File: src/rtl/qupls_mem_issue_arb.sv
// Memory-op issue arbiter: a small in-order FIFO of dual-issued memory ops drained one at a time onto the data-cache port.
// Optional performance counters are enabled with `define QUPLS_MEM_ARB_PERF_EN.
module qupls_mem_issue_arb #(
    parameter int QDEPTH      = 4,
    parameter int ROB_ENTRIES = 16,
    parameter int NDX_W       = 4,
    parameter int ADDR_W      = 32,
    parameter int TIMEOUT     = 255
) (
    input  logic                   clk,
    input  logic                   rst,
    input  logic                   i0_v,
    input  logic [NDX_W-1:0]       i0_ndx,
    input  logic                   i0_store,
    input  logic [ADDR_W-1:0]      i0_adr,
    input  logic                   i1_v,
    input  logic [NDX_W-1:0]       i1_ndx,
    input  logic                   i1_store,
    input  logic [ADDR_W-1:0]      i1_adr,
    input  logic [ROB_ENTRIES-1:0] stomp,
    output logic                   q_full,
    output logic                   dc_req,
    output logic                   dc_we,
    output logic [ADDR_W-1:0]      dc_adr,
    output logic [NDX_W-1:0]       dc_tag,
    input  logic                   dc_ack,
    input  logic                   dc_err,
    output logic                   done_v,
    output logic [NDX_W-1:0]       done_ndx,
    output logic                   done_err,
    output logic                   busy
`ifdef QUPLS_MEM_ARB_PERF_EN
    ,
    output logic [31:0]            perf_ops,
    output logic [15:0]            perf_timeouts,
    output logic [15:0]            perf_skips
`endif
);

    localparam int PW = (QDEPTH > 1) ? $clog2(QDEPTH) : 1;
    localparam int CW = PW + 1;
    localparam int TW = $clog2(TIMEOUT + 1);

    typedef enum logic [1:0] {IDLE, REQ, DONE} state_t;

    logic [NDX_W-1:0]  ndx_mem   [QDEPTH];
    logic              store_mem [QDEPTH];
    logic [ADDR_W-1:0] adr_mem   [QDEPTH];
    logic [QDEPTH-1:0] valid_reg, valid_next;
    logic [PW-1:0]     head_reg, tail_reg, wr1_ptr;
    logic [CW-1:0]     count_reg;
    state_t            state_reg, state_next;
    logic [TW-1:0]     tmo_reg;
    logic              kill_reg, err_reg;
    logic              dc_we_reg, done_v_reg, done_err_reg;
    logic [ADDR_W-1:0] dc_adr_reg;
    logic [NDX_W-1:0]  dc_tag_reg, done_ndx_reg;
    logic              enq0, enq1, pop, load, head_ok, timed_out;

    assign q_full    = count_reg > CW'(QDEPTH - 2);
    assign enq0      = i0_v & ~q_full;
    assign enq1      = i1_v & ~q_full;
    assign wr1_ptr   = tail_reg + PW'(enq0);
    assign head_ok   = valid_reg[head_reg] & ~stomp[ndx_mem[head_reg]];
    assign timed_out = (tmo_reg == TW'(TIMEOUT - 1));

    assign dc_req   = (state_reg == REQ);
    assign dc_we    = dc_we_reg;
    assign dc_adr   = dc_adr_reg;
    assign dc_tag   = dc_tag_reg;
    assign done_v   = done_v_reg;
    assign done_ndx = done_ndx_reg;
    assign done_err = done_err_reg;
    assign busy     = (count_reg != '0) || (state_reg != IDLE);

    // Fresh writes take their stomp bit directly; resident entries are cleared by stomp or pop.
    for (genvar gi = 0; gi < QDEPTH; gi++) begin : g_valid
        assign valid_next[gi] = (enq0 && tail_reg == PW'(gi)) ? ~stomp[i0_ndx] :
                                (enq1 && wr1_ptr == PW'(gi))  ? ~stomp[i1_ndx] :
                                valid_reg[gi] & ~stomp[ndx_mem[gi]] &
                                ~(pop && head_reg == PW'(gi));
    end

    always_comb begin
        state_next = state_reg;
        pop        = 1'b0;
        load       = 1'b0;
        case (state_reg)
            IDLE: begin
                if (count_reg != '0) begin
                    if (head_ok) begin
                        load       = 1'b1;
                        state_next = REQ;
                    end else begin
                        pop = 1'b1;
                    end
                end
            end
            REQ: begin
                if (dc_ack || timed_out) begin
                    pop        = 1'b1;
                    state_next = DONE;
                end
            end
            DONE:    state_next = IDLE;
            default: state_next = IDLE;
        endcase
    end

    always_ff @(posedge clk) begin
        if (enq0) begin
            ndx_mem[tail_reg]   <= i0_ndx;
            store_mem[tail_reg] <= i0_store;
            adr_mem[tail_reg]   <= i0_adr;
        end
        if (enq1) begin
            ndx_mem[wr1_ptr]   <= i1_ndx;
            store_mem[wr1_ptr] <= i1_store;
            adr_mem[wr1_ptr]   <= i1_adr;
        end
    end

    always_ff @(posedge clk) begin
        if (!rst) begin
            state_reg    <= IDLE;
            valid_reg    <= '0;
            head_reg     <= '0;
            tail_reg     <= '0;
            count_reg    <= '0;
            tmo_reg      <= '0;
            kill_reg     <= 1'b0;
            err_reg      <= 1'b0;
            dc_we_reg    <= 1'b0;
            dc_adr_reg   <= '0;
            dc_tag_reg   <= '0;
            done_v_reg   <= 1'b0;
            done_ndx_reg <= '0;
            done_err_reg <= 1'b0;
        end else begin
            state_reg  <= state_next;
            valid_reg  <= valid_next;
            head_reg   <= head_reg + PW'(pop);
            tail_reg   <= tail_reg + PW'(enq0) + PW'(enq1);
            count_reg  <= count_reg + CW'(enq0) + CW'(enq1) - CW'(pop);
            done_v_reg <= 1'b0;
            if (load) begin
                dc_we_reg  <= store_mem[head_reg];
                dc_adr_reg <= adr_mem[head_reg];
                dc_tag_reg <= ndx_mem[head_reg];
                tmo_reg    <= '0;
                kill_reg   <= 1'b0;
            end else if (state_reg == REQ) begin
                tmo_reg <= tmo_reg + 1'b1;
                if (stomp[dc_tag_reg]) kill_reg <= 1'b1;
                if (dc_ack)         err_reg <= dc_err;
                else if (timed_out) err_reg <= 1'b1;
            end else if (state_reg == DONE) begin
                tmo_reg <= '0;
                // A stomp landing in either REQ or DONE cancels the report, not the bus op.
                if (!kill_reg && !stomp[dc_tag_reg]) begin
                    done_v_reg   <= 1'b1;
                    done_ndx_reg <= dc_tag_reg;
                    done_err_reg <= err_reg;
                end
            end
        end
    end

`ifdef QUPLS_MEM_ARB_PERF_EN
    always_ff @(posedge clk) begin
        if (!rst) begin
            perf_ops      <= '0;
            perf_timeouts <= '0;
            perf_skips    <= '0;
        end else begin
            if (state_reg == DONE && perf_ops != '1)
                perf_ops <= perf_ops + 1'b1;
            if (state_reg == REQ && !dc_ack && timed_out && perf_timeouts != '1)
                perf_timeouts <= perf_timeouts + 1'b1;
            if (state_reg == IDLE && pop && perf_skips != '1)
                perf_skips <= perf_skips + 1'b1;
        end
    end
`endif

endmodule

File: config.mk
export PLATFORM = sky130hd
export DESIGN_NAME = qupls_mem_issue_arb
export DESIGN_NICKNAME = d
export VERILOG_FILES = /design/src/rtl/qupls_mem_issue_arb.sv
export SDC_FILE = /design/constraint.sdc
export NUM_CORES = 1
export LEC_CHECK = 0
export CORE_UTILIZATION = 35
export DETAILED_ROUTE_END_ITERATION = 10
export PLACE_DENSITY_LB_ADDON = 0.2
export SLEW_MARGIN = 5
export SYNTH_ARGS = -nofsm -noshare
export SYNTH_HDL_FRONTEND = slang
export SYNTH_SLANG_ARGS = --single-unit
File: constraint.sdc
create_clock -name clk -period 4.7 [get_ports clk]
set_clock_uncertainty 0.2 [all_clocks]
set_input_delay 0.94 -clock clk [delete_from_list [all_inputs] [get_ports clk]]
set_output_delay 0.94 -clock clk [all_outputs]
set_load 0.1 [all_outputs]
==> results, run 1 <==
- Timing would allow up to between 200 and 250 MHz.
- For the worst flop-to-flop path, the logic depth is 12.
- The area of the placeable core is ~31000 µm².
- The weighted congestion at the end of routability-driven global placement is ~0.85.
- Counting flops with a built-in enable in the synthesized netlist gives ~150.
- The die covers ~32000 µm².
- Setup repair after global routing left no endpoint under its margin.
- The CTS root buffer is clkbuf_16.
- The total power consumption of the routed design is ~8.1 mW.
- The height of the die is between 150 and 200 µm.
- After clock tree synthesis, the clock-pin slew on the worst setup and hold paths is approximately 60 ps.
- Of all nets on the critical path, the largest fanout is 9.
- The number of pins with negative max-slew slack in the final report is 0.
- The number of setup buffers added after CTS is 0.
- The post-synthesis compound-gate area fraction is 0.0545.
- Detailed placement ended at an HPWL of roughly 19 mm.
- The count of state elements after synthesis is between 200 and 250.
- The worst hold endpoint is done_ndx[2].
- Across the whole layout, storage elements account for a little under 6000 µm².
- In the final routed layout, each cell accounts on average for about 22 µm.
- Dividing the final minimum period by the clock period gives 0.864.
- The total setup violations reported at the end of the flow is 0.
- The via count of the first global-routing pass is ~7400.
- The hold-critical path depth is 2.
- Global routing finished with a remaining overflow of 0.
- The via count of the routed design is a little over 7000.
- The detail route stage leaves a number of antenna-violating nets equal to 0.
- After synthesis the cells add up to around 11000 µm².
- Of the total synthesized cell area, the portion taken by AND, OR, NAND and NOR gates is 0.0610.
- The setup TNS is 0 ps.
- The worst register-to-register path begins at ndx_mem[3][1].
- The net count after synthesis is 883.
- VDD sags by at most 337 µV.
- The dominant combinational cell family by area after synthesis is multiplexers.
- The via-per-instance ratio is 5.39.
- The end-of-flow core utilization is 0.447.
- Data on the critical path is required at its endpoint by 4890 ps.
- The transition time at the pin with the least slew margin is between 1000 and 1500 ps.
- The total power divided by cell area is ~580 nW/µm².
- The clock net in this run drives a total of 214 sinks.
- For this design, the CTS-stage hold fixing added 0 buffers.
- For this configuration, the core starts out at a cell density of 0.359.
- The first TritonRoute pass finished after 7 iterations.
- After detailed placement, the total cell area comes to between 10000 and 15000 µm².
- After routing the design area is approximately 14000 µm².
- Max-cap violations in this run came to 0.
- The hold violation total from the final report is 0.
- The time the final worst path needs with I/O delays and setup is between 4000 and 5000 ps.
- Entering global routing, the biggest net connects 47 pins.
- The layout overhead on the synthesized area is 24.6%.
- The synthesized-area fraction occupied by xor and xnor cells is 0.00712.
- The post-synthesis sequential area ratio is 0.521.
- The post-synthesis share of cell area spent on full adders, half adders and majority gates is 0.0149.
- The async set-reset flop share out of synthesis is 0.
- The nature of the critical path endpoint is a flop.
- The relative slew slack is 0.293.
- The area used by multi-input combinational logic is ~5000 µm².
- The hold path startpoint is done_ndx[2].
- Once the clock tree was built, the resizer swapped 0 gates to a different size.
- During synthesis, Yosys emitted a total of 0 warnings.
- The cell type with the highest aggregate area in the netlist is edfxtp_1.
- The TritonCTS clock tree is yes.
- The global-route usage over all layers is 0.179.
- The critical path data arrival time is ~4300 ps.
- The total detailed-routing wirelength is just under 30 mm.
- The first routing iteration left approximately 480 violations.
- The clock passes through at most 3 buffers.
- The die span in x is about 180 µm.
- The run finished, with violations left.
- The number of fill cells is 2780.
- The number of remaining DRC errors is 5.
- A synthesized cell averages roughly 14 µm².
- In this run the critical register-to-register path is captured at count_reg[2].
- Across all hold checks on the routed design, the worst slack comes to approximately 260 ps.
- Yosys attributes the largest share of cell area to edfxtp_1 (40%), mux2_2 (15%), mux4_2 (15%).
- The count of buffers from port buffering is 141.
- The worst setup path is of the reg2reg kind.
- The flip-flop count of the largest register after layout is about 130.
- The minimum setup slack among reg-to-reg paths is approximately 640 ps.
- In this run the static leakage power is 4.56 nW.
- The worst min-delay path category is reg2reg.
- For this run, the leading register cell type out of synthesis is edfxtp_1.
- The cell count after synthesis is 775.
- The checks that failed: design-rule violations.
- The fraction of post-synthesis cell area in the top cell type by area is 0.401.
- The initial antenna violation count was 1.
- The fraction of synthesized area in multiplexers is 0.313.
- The number of H-tree levels is 1.
- Pin placement for this block handled about 140 I/O pins.
- The count of distinct cell types in the synthesized netlist is 53.
- The first-pass GRT wire length is approximately 45 mm.
- In this run, CTS created clock tree buffers numbering 25.
- The worst setup path is launched from a flop.
- The standard-cell row count is 64.
- The insertion delay of the later-clocked pin in the worst-skew pair is between 500 and 600 ps.
- The layout cell share with drive strength beyond 1 is 0.333.
- The post-layout net count is ~1000.
==> metrics by stage <==
step	std cells	setup WS (ps)
after floorplan	775	607
after global placement	1281	292
after detailed placement	1281	268
after CTS	1326	635
after global routing	1327	503
final	1327	640
==> cell usage after synthesis, drive strengths merged, types with 8 or more instances <==
library cell / count
edfxtp: 148
nor2: 20
mux4: 73
nand3: 41
dfxtp: 66
o21ai: 39
a21oi: 42
nand2: 29
clkbuf: 34
mux2i: 11
nor3: 8
mux2: 152
ha: 10
buf: 24
inv: 13
==> cell usage in the layout (no fill, tap or decap), drive strengths merged, types with 2 or more instances in the layout <==
cell,count
a21oi,42
a311o,2
and2,5
buf,27
bufinv,2
clkbuf,34
clkdlybuf4s50,141
clkinv,7
dfxtp,66
edfxtp,148
fa,2
ha,10
inv,15
mux2,152
mux2i,11
mux4,73
nand2,29
nand2b,4
nand3,41
nand3b,5
nand4,5
nor2,20
nor2b,3
nor3,8
nor3b,3
o211ai,3
o21ai,39
o22ai,2
or3,4
xnor2,4
xor2,5
==> report_power, final <==
group | leakage, nW | switching, mW | internal [mW]
clock | 0.419 | 0.788 | 1.19
combinational | 2.24 | 1.84 | 1.35
sequential | 1.90 | 0.211 | 2.68
total | 4.56 | 2.84 | 5.21
==> routing by layer <==
| metal | GRT usage | wire, µm | part of all wire |
|---|---|---|---|
| met1 | 0.232 | 12900 | 0.44 |
| met2 | 0.310 | 14400 | 0.49 |
| met3 | 0.0350 | 1280 | 0.044 |
| met4 | 0.0386 | 529 | 0.018 |
| met5 | 0 | 0 | 0 |
==> cell type report <==
cell class / instances / share of cell area
sequential: 214 / 0.418
multi-input combinational: 490 / 0.364
timing repair buffer: 168 / 0.117
clock buffer: 34 / 0.0522
tap: 396 / 0.0359
clock inverter: 11 / 0.00889
inverter: 13 / 0.00354
antenna: 1 / 0.000181
==> kinds of logic (layout without fill, tap and decap cells) <==
kind of cell	Yosys count	after routing
xor+xnor	9	9
simple gates	132	132
other cells	0	1
fa+ha+maj	12	12
mux	236	236
compound gates	101	101
flops	214	214
buf+inv	71	226
==> how the worst max path moves through the flow <==
stage	start	endpoint	slack (ps)	depth (start not counted)
after floorplan	i0_v	adr_mem[2][0]	610	9
after global placement	stomp[3]	count_reg[2]	290	12
after detailed placement	stomp[3]	count_reg[2]	270	12
after CTS	ndx_mem[2][1]	count_reg[2]	630	12
after global routing	ndx_mem[3][1]	count_reg[2]	500	12
final	ndx_mem[3][1]	count_reg[2]	640	12
==> critical path: stages, from the launching register on <==
cell,delay [ps]
edfxtp_1,410
mux4_2,640
mux2_4,350
a221o_1,410
o22ai_1,310
a211o_1,180
nand2_1,70
ha_1,280
inv_1,50
fa_1,410
fa_1,390
xor2_1,170
nor2_1,50
(Power assumes the default switching activity.)
==> run 2: changes to the inputs <==
- CORE_MARGIN: not set -> 10
- REMOVE_ABC_BUFFERS: not set -> 1
==> run 2 against run 1 <==
Against the previous run: clock power grew 4%; clock-buffer cell count increased by 1; hold slack better by 2.7 ps; flip-flop and latch count did not move; fmax increased by 2.6%; largest power group unchanged; non-clock buffer count is 5 higher; largest cell class unchanged; final area up 0.85%; critical endpoint unchanged; the flow now finishes without violations; routed wire length grew 13%; power up 2.3%; sequential share of layout area fell by 0.35 points; setup slack improved by 100 ps; critical path type unchanged; die area grew 21%.
==> results, run 2 (synthesis gave the netlist of run 1 again) <==
- The buffering stage count on the worst path with inverters included is 2.
- The relative slew slack is 0.329.
- In this run, placement finished with an instance count of around 1300.
- The required arrival time at the worst endpoint is between 4000 and 5000 ps.
- The number of pins with negative max-slew slack in the final report is 0.
- In the finished design, the share of the clock period the worst path needs comes to 0.842.
- The number of maximum-capacitance constraint violations is 0.
- The layout cell share with drive strength beyond 1 is 0.337.
- The number of gates resized after CTS is 0.
- The critical path's slowest cell is mux4_2.
- Entering global routing, the biggest net connects 47 pins.
- In the layout the commonest cells are mux2_2 (151), edfxtp_1 (148), clkdlybuf4s50_1 (141).
- After clock tree synthesis, the flow added hold-fix buffers numbering 0.
- The TritonCTS clock tree is yes.
- The starting DRC count in detailed routing is 661.
- In this run the number of cells on the critical path is 13.
- The initialized floorplan defines 65 standard-cell rows.
- The number of setup buffers added after CTS is 0.
- The post-placement cell area is between 10000 and 15000 µm².
- The total setup violations reported at the end of the flow is 0.
- The via count of the first global-routing pass is ~8000.
- The CTS root buffer is clkbuf_16.
- The minimum setup slack among reg-to-reg paths is 740 ps.
- For this run, the detailed router's first-pass iteration total came to 5.
- At the later pin of the worst-skew pair, clock insertion delay measures 540 ps.
- The flow ran to the end, and the final reports show no timing, DRC or antenna violations.
- Buffers inserted during clock tree synthesis total 25.
- For the worst setup path, the data arrival time is roughly 4200 ps.
- The die is between 150 and 200 µm tall.
- Leaving out fill and tap cells, the most frequent cell in the layout is mux2_2.
- The number of nets with antenna violations after routing is 0.
- The nature of the critical path endpoint is a flop.
- The flip-flop count of the largest register after layout is between 100 and 150.
- The number of cells traversed by the worst register-to-register path is 13.
- The layout overhead on the synthesized area is 25.7%.
- The count of buffers from port buffering is 141.
- The area of the placeable core is 31400 µm².
- For this design the ratio of total power to cell area is approximately 600 nW/µm².
- The hold violation total from the final report is 0.
- The launching point of the worst reg2reg path is head_reg[1].
- The initial antenna violation count is 2.
- The beginning of the critical path is head_reg[1].
- Setup repair after global routing left no endpoint under its margin.
- The worst min-delay path category is reg2reg.
- The endpoint identified for the worst register-to-register timing path is count_reg[2].
- For this design the static power due to leakage is between 4 and 5 nW.
- The critical path ends at count_reg[2].
- From left edge to right edge, the die measures around 200 µm.
- Setup slack closes at around 740 ps.
- For this run, the post-layout net count is 1025.
- The time the final worst path needs with I/O delays and setup is 3960 ps.
- The design area is 13900 µm².
- The average wire per standard cell is between 20 and 25 µm.
- The worst setup path is launched from a flop.
- The peak fanout along the critical path is 13.
- The critical setup path kind is reg2reg.
- The net switching power figure is between 2 and 3 mW.
- The total power consumption of the routed design is about 8 mW.
- In this run the number of H-tree levels came out at 1.
- The combinational group share of total power is 0.398.
- In this run the count of I/O pins placed on the die edge is 142.
- The routed design has 32.7 mm of wire.
- The wire-length estimate of the detail-placed layout is 21.1 mm.
- The internal portion of the total power is 5.30 mW.
- In the global route stage, overall resource usage came out at 0.166.
- In the routed design, unresolved DRC markers number 0.
- For this configuration, the core starts out at a cell density of 0.353.
- The worst voltage drop across the vdd grid is approximately 300 µV.
- The maximum cell stage delay along the critical path is 600 ps.
- The worst setup slack before clock tree synthesis is between 300 and 400 ps.
- The clock group share of total power is 0.248.
- The remaining global-route overflow is 0.
- The buffer levels on the longest clock path is 3.
- The signal on the critical path passes through buf_4 > mux4_2 > or2_2 > o22ai_1 > o22ai_1 > a211o_1 > nand2_1 > ha_1 > inv_1 > fa_1 > fa_1 > xor2_1 > nor2_1.
- The setup TNS is 0 ps.
- Of the total power, the share spent switching nets is 0.356.
- The transition time at the pin with the least slew margin is ~1000 ps.
- The kind of cell adding the most delay to the critical path is adder cells.
- The highest clock rate is between 200 and 300 MHz.
- After clock tree synthesis, the clock-pin slew on the worst setup and hold paths is ~60 ps.
- The via count of the routed design is between 7000 and 8000.
- The first global-routing pass estimated between 40 and 50 mm of wire.
- The tree built by TritonCTS fans out to between 200 and 250 sinks.
- The congestion estimate from routability-driven global placement came to about 0.84.
- The full die area is approximately 40000 µm².
- The count of cells in the finished layout, fillers not included, comes to about 1300.
- The via-per-instance ratio is around 5.5.
- The share of total power dissipated in sequential elements is 0.354.
run 2: stage by stage:
stage / util / hold slack (ps)
final: 0.443 / 258
after global routing: 0.443 / 272
after CTS: 0.443 / 262
after detailed placement: 0.416 / 254
after global placement: 0.416 / 244
after floorplan: - / 247
run 2: power by group through the flow:
| stage | clock network [mW] | registers, mW | logic [mW] |
|---|---|---|---|
| after floorplan | 0 | 3.31 | 1.86 |
| after global placement | 0 | 2.95 | 3.29 |
| after detailed placement | 0 | 2.96 | 3.30 |
| after CTS | 2.09 | 2.92 | 3.32 |
| after global routing | 2.16 | 2.97 | 3.51 |
| final | 2.05 | 2.91 | 3.28 |
run 2: worst reg2reg max path: cells and delay by family, from the launching register on:
kind / cells / cell delay, ps
fa+ha+maj: 3 / 910
compound gates: 3 / 820
mux: 1 / 600
simple gates: 3 / 490
flops: 1 / 340
buf+inv: 2 / 300
xor+xnor: 1 / 150
run 2: cell type report:
type | count | area, µm²
Antenna cell | 2 | 5.00
Clock buffer | 35 | 713
Clock inverter | 11 | 149
Fill cell | 2903 | 17500
Inverter | 13 | 48.8
Multi-Input combinational cell | 490 | 5020
Sequential cell | 214 | 5770
Tap cell | 402 | 503
Timing Repair Buffer | 173 | 1700
run 2: worst min path at each step:
stage            startpoint           end  slack, ps  depth (start not counted)
2_1_floorplan  valid_reg[2]  valid_reg[2]        250                          2
3_3_place_gp       done_err      done_err        240                          2
3_5_place_dp       done_err      done_err        250                          2
4_1_cts            done_err      done_err        260                          2
5_1_grt         done_ndx[3]   done_ndx[3]        270                          2
6_report           done_err      done_err        260                          2
run 2: layer usage:
layer  part of all wire  track usage  up-vias
li1                   -            -     3332
met1               0.44        0.225     3757
met2               0.47        0.266      246
met3              0.072       0.0409       39
met4              0.017       0.0293        0
met5                  0            0        -
